$ cat src/rtl/counter_run_ctrl.sv
// rtl/counter_run_ctrl.sv - run sequencer driving a downstream counter's clear and enable pins
//
// Purpose: on an accepted start, clear the downstream counter for one cycle,
// wait a latched arm delay, hold enable for a latched run length, then pulse
// done and bump a saturating completed-run count. Abort returns to IDLE
// without a done pulse.
//
// Ports:
//   clock_i       system clock, rising edge
//   reset_i       synchronous reset, active-high
//   start_i       run request, sampled only in IDLE
//   abort_i       cancel, effective in CLEAR, ARM and RUN
//   run_len_i     enable-cycle count, latched on accepted start
//   arm_dly_i     clear-to-enable gap in cycles, latched on accepted start
//   counter_clr_o downstream counter reset (CLEAR)
//   enable_o      downstream counter enable (RUN)
//   busy_o        high in every state except IDLE
//   done_o        one-cycle pulse in DONE
//   runs_done_o   completed runs, saturating

module counter_run_ctrl #(
  parameter int LEN_W  = 8,
  parameter int DLY_W  = 4,
  parameter int RUNS_W = 8
) (
  input  logic              clock_i,
  input  logic              reset_i,
  input  logic              start_i,
  input  logic              abort_i,
  input  logic [LEN_W-1:0]  run_len_i,
  input  logic [DLY_W-1:0]  arm_dly_i,
  output logic              counter_clr_o,
  output logic              enable_o,
  output logic              busy_o,
  output logic              done_o,
  output logic [RUNS_W-1:0] runs_done_o
);

  localparam logic [2:0] ST_IDLE  = 3'd0;
  localparam logic [2:0] ST_CLEAR = 3'd1;
  localparam logic [2:0] ST_ARM   = 3'd2;
  localparam logic [2:0] ST_RUN   = 3'd3;
  localparam logic [2:0] ST_DONE  = 3'd4;

  localparam logic [LEN_W-1:0]  LEN_ONE  = LEN_W'(1);
  localparam logic [DLY_W-1:0]  DLY_ONE  = DLY_W'(1);
  localparam logic [RUNS_W-1:0] RUNS_ONE = RUNS_W'(1);
  localparam logic [RUNS_W-1:0] RUNS_MAX = '1;

  logic [2:0]        state_q, state_d;
  // len_q/dly_q hold the latched values and double as the down-counters:
  // dly_q counts down through ARM, len_q through RUN.
  logic [LEN_W-1:0]  len_q, len_d;
  logic [DLY_W-1:0]  dly_q, dly_d;
  logic [RUNS_W-1:0] runs_done_q;
  logic              counter_clr_q, enable_q, busy_q, done_q;

  always_comb begin
    state_d = state_q;
    len_d   = len_q;
    dly_d   = dly_q;
    case (state_q)
      ST_IDLE: begin
        if (start_i) begin
          len_d   = run_len_i;
          dly_d   = arm_dly_i;
          state_d = ST_CLEAR;
        end
      end
      ST_CLEAR: begin
        if (abort_i)                state_d = ST_IDLE;
        else if (len_q == '0)       state_d = ST_DONE;
        else if (dly_q != '0)       state_d = ST_ARM;
        else                        state_d = ST_RUN;
      end
      ST_ARM: begin
        if (abort_i) begin
          state_d = ST_IDLE;
        end else begin
          // Entered only with dly_q >= 1; the cycle that sees 1 is the last ARM cycle.
          if (dly_q <= DLY_ONE) state_d = ST_RUN;
          if (dly_q != '0)      dly_d   = dly_q - DLY_ONE;
        end
      end
      ST_RUN: begin
        if (abort_i) begin
          state_d = ST_IDLE;
        end else begin
          if (len_q <= LEN_ONE) state_d = ST_DONE;
          if (len_q != '0)      len_d   = len_q - LEN_ONE;
        end
      end
      ST_DONE: state_d = ST_IDLE;
      default: state_d = ST_IDLE;
    endcase
  end

  // Outputs are registered from the next state so they line up with state_q
  // while leaving no combinational path from any input to any output.
  always_ff @(posedge clock_i) begin
    if (reset_i) begin
      state_q       <= ST_IDLE;
      len_q         <= '0;
      dly_q         <= '0;
      runs_done_q   <= '0;
      counter_clr_q <= 1'b0;
      enable_q      <= 1'b0;
      busy_q        <= 1'b0;
      done_q        <= 1'b0;
    end else begin
      state_q       <= state_d;
      len_q         <= len_d;
      dly_q         <= dly_d;
      counter_clr_q <= (state_d == ST_CLEAR);
      enable_q      <= (state_d == ST_RUN);
      busy_q        <= (state_d != ST_IDLE);
      done_q        <= (state_d == ST_DONE);
      if (state_d == ST_DONE && runs_done_q != RUNS_MAX)
        runs_done_q <= runs_done_q + RUNS_ONE;
    end
  end

  assign counter_clr_o = counter_clr_q;
  assign enable_o      = enable_q;
  assign busy_o        = busy_q;
  assign done_o        = done_q;
  assign runs_done_o   = runs_done_q;

endmodule

$ cat config.mk
export PLATFORM = sky130hd
export DESIGN_NAME = counter_run_ctrl
export DESIGN_NICKNAME = d
export VERILOG_FILES = /design/src/rtl/counter_run_ctrl.sv
export SDC_FILE = /design/constraint.sdc
export NUM_CORES = 1
export LEC_CHECK = 0
export CAP_MARGIN = 20
export CORE_MARGIN = 3
export CORE_UTILIZATION = 40
export CTS_CLUSTER_DIAMETER = 40
export DETAILED_ROUTE_END_ITERATION = 10
export PLACE_DENSITY = 0.73
export SLEW_MARGIN = 40
export SYNTH_ARGS = -nofsm -noshare
export SYNTH_HDL_FRONTEND = slang
export SYNTH_SLANG_ARGS = --single-unit
$ cat constraint.sdc
create_clock -name clock_i -period 3.3 [get_ports clock_i]
set_clock_uncertainty 0.1 [all_clocks]
set_input_delay 0.33 -clock clock_i [delete_from_list [all_inputs] [get_ports clock_i]]
set_output_delay 0.33 -clock clock_i [all_outputs]
set_load 0.02 [all_outputs]
==> run_results.csv <==
group,metric,value,unit
routing,vias_per_cell,5.53,
worst_hold_path,min-delay-path-class,"reg2reg",
timing,slew_viol_final,0,
clocking,post_cts_buffers,0,
yosys,yosysUniqueCellTypes,44,
clocking,hold_buffers,0,
clocking,cts_resized,0,
yosys,ys_ff_latch,27,
floorplan,core_area,3490,um^2
yosys,ys.warnings.count,0,
layout,drive_gt1_share,7.55,%
power,peakVddDrop,173,uV
global_routing,antenna_found_initial,0,
routing,vias,1428,
global_routing,overflow,0,
critical_path,worst_ep_required_time,3.41,ns
power,power_density,390,nW/um^2
routing,ant_nets,0,
yosys,synth_area_leaders,"dfxtp_1 (36%), a21oi_1 (6.3%), ha_1 (5.8%), o21ai_0 (5.6%), nor2_1 (4.9%)",
layout,area_growth,23.0,%
yosys,synth_area,1520,um^2
yosys,synth_area_leader_cell,"dfxtp_1",
critical_path,rr_startpoint,"len_q[0]",
floorplan,io_pins,28,
critical_path,critPathTopFamily,"simple AND/OR/NAND/NOR gates",
timing,rsz0062_at_grt,"no",
yosys,synth_cells,188,
clocking,cts_made_buffers,3,
global_routing,grt_max_degree,17,
timing,setup_viol,0,
timing,fmax,458,MHz
yosys,yosys.area.top_type_share,35.6,%
placed_design,gp_congestion,0.799,
worst_hold_path,hold_start,"len_q[1]",
routing,drt_pass1_iterations,4,
critical_path,cp-end-kind,"flop",
critical_path,cp_max_fo,8,
critical_path,arrival,2.29,ns
yosys,avgSynthCellArea,8.09,um^2
floorplan,die_y,67.7,um
timing,finalHoldViolations,0,
timing,worstMarginPinSlew,0.628,ns
placed_design,dpl.hpwl,2510,um
layout,num-fill-cells,346,
layout,multi_input_area,918,um^2
critical_path,critPathBufInv,1,
timing,fin_crit,2.18,ns
critical_path,worstPathCellList,"clkdlybuf4s50_1 > or3b_1 > a21oi_2 > nand3_4 > or4_1 > a21oi_1",
floorplan,initial_core_util,43.5,%
yosys,syn-num-nets,211,
global_routing,grt_pass1_vias,1223,
layout,nNetsFinal,236,
power,power,730,uW
routing,drtIter0Drc,94,
floorplan,die_width,67.7,um
clocking,numClockSinks,27,
status,outcome,"finished clean",
yosys,ys_seq_area_share,35.6,%
global_routing,grt_usage,15.4,%
timing,max_slew_margin,58.0,%
global_routing,grt_pass1_wl,5430,um
clocking,clkTransAtPathRegs,0.10,ns
critical_path,cpPeakStageDelay,0.49,ns
critical_path,cp_slowest_cell,"clkdlybuf4s50_1",
clocking,root_buffer,"clkbuf_8",
timing,fin_crit_sh,66.1,%
critical_path,worstReg2RegEnd,"runs_done_o[5]",
critical_path,r2r_slack,1.12,ns
critical_path,ff2ff_path_depth,7,
routing,drt_wl_total,3380,um
timing,tns,0,ns
clocking,cts_tree,"built",
run,drv_cap,0,
routing,routedWlPerCell,13.1,um
clocking,clkLatencyLatePin,0.28,ns
routing,drc,0,
floorplan,rows,21,
worst_hold_path,min_to,"len_q[1]",
layout,n_antenna_cell,0,
floorplan,die-area,4580,um^2
clocking,cts_buffer_depth,2,
power,p_leak,0.673,nW
critical_path,path_class,"in2reg",
critical_path,start_kind,"input pin",
placed_design,port_buffers,27,
worst_hold_path,hold_depth,2,
layout,regArea,541,um^2
clocking,htree_levels,1,
-- cell usage after synthesis (all sizes together) --
cell type,instances
and4,1
o31ai,1
o21ai,17
nand2,19
dfxtp,27
a2bb2oi,1
and3b,1
nand2b,3
nor2,20
ha,7
a31oi,2
a21o,2
a21oi,20
nor2b,1
o32ai,3
inv,5
xor2,2
nor4,2
a221oi,1
nand3,6
or3,4
nand3b,1
buf,3
or4,1
o211ai,3
a211oi,6
nand4,4
or2,3
clkbuf,6
mux2i,3
o21a,1
nor3b,4
or3b,2
or4b,1
nor3,3
nor4b,1
a41o,1
-- metrics by stage --
stage	utilization [%]	area [um^2]	worst slack, ns	hold WS, ns	instances
after global routing	53.5	1870	0.975	0.406	258
after global placement	52.1	1820	0.883	0.359	254
final	53.5	1870	1.12	0.381	258
after detailed placement	52.1	1820	0.842	0.368	254
after floorplan	-	1520	1.36	0.346	188
after CTS	53.5	1870	1.14	0.383	258
-- flip-flops by register name, indices dropped and copies added, names as in the netlist --
register,flops
state_q,3
len_q,8
dly_q,4
runs_done_o,8
enable_o,1
done_o,1
busy_o,1
counter_clr_o,1
-- layout make-up --
class                      count  area share [%]
clock inverter                 1           0.402
multi-input combinational    147            49.1
tap                           46            3.08
timing repair buffer          29            15.3
clock buffer                   3            2.21
sequential                    27            28.9
inverter                       5            1.00
-- layer usage --
metal | up-vias | wire length (um) | global-route usage (%)
met2 | 25 | 1610 | 24.7
met5 | - | 0 | 0
met4 | 0 | 30 | 6.08
met1 | 669 | 1610 | 20.7
met3 | 2 | 133 | 2.16
li1 | 732 | - | -
-- cell families (layout without fill, tap and decap cells) --
logic type / Yosys count / in the layout / share of synthesized area, %
buffers and inverters: 14 / 38 / 4.03
adder cells (fa/ha/maj): 7 / 7 / 5.76
AND/OR/NAND/NOR: 77 / 77 / 28.3
AO/OA/AOI/OAI: 58 / 58 / 23.2
flip-flops: 27 / 27 / 35.6
multiplexers: 3 / 3 / 1.98
XOR/XNOR: 2 / 2 / 1.15
-- layout by cell type (no fill, tap or decap), types with 4 or more instances in the layout --
cell	n
a211oi_1	6
a21oi_1	19
clkdlybuf4s50_1	27
dfxtp_1	27
ha_1	7
inv_1	5
nand2_1	19
nand3_1	5
nand4_1	4
nor2_1	20
nor3b_1	4
o21ai_0	17
-- where the power goes --
group | total (mW) | internal (mW) | switching (mW) | leakage, nW
Combinational | 0.167 | 0.0780 | 0.0888 | 0.431
Sequential | 0.367 | 0.345 | 0.0221 | 0.221
Clock | 0.196 | 0.0858 | 0.110 | 0.0217
-- worst max path at each step --
stage          startpoint             end  slack, ns  depth (start not counted)
2_1_floorplan  state_q[1]        dly_q[1]       1.36                          5
3_3_place_gp      abort_i  runs_done_o[5]       0.88                          6
3_5_place_dp      abort_i  runs_done_o[5]       0.84                          6
4_1_cts           abort_i  runs_done_o[5]       1.14                          6
5_1_grt          len_q[0]  runs_done_o[5]       0.98                          7
6_report          abort_i  runs_done_o[5]       1.12                          6
-- worst reg2reg max path, stage by stage (launching register included) --
cell	delay (ns)
dfxtp_1	0.34
inv_1	0.14
ha_1	0.31
o21ai_0	0.14
a21oi_2	0.28
nand3_4	0.15
or4_1	0.49
a21oi_1	0.15
Note: power is estimated with default switching activity, not from simulation.
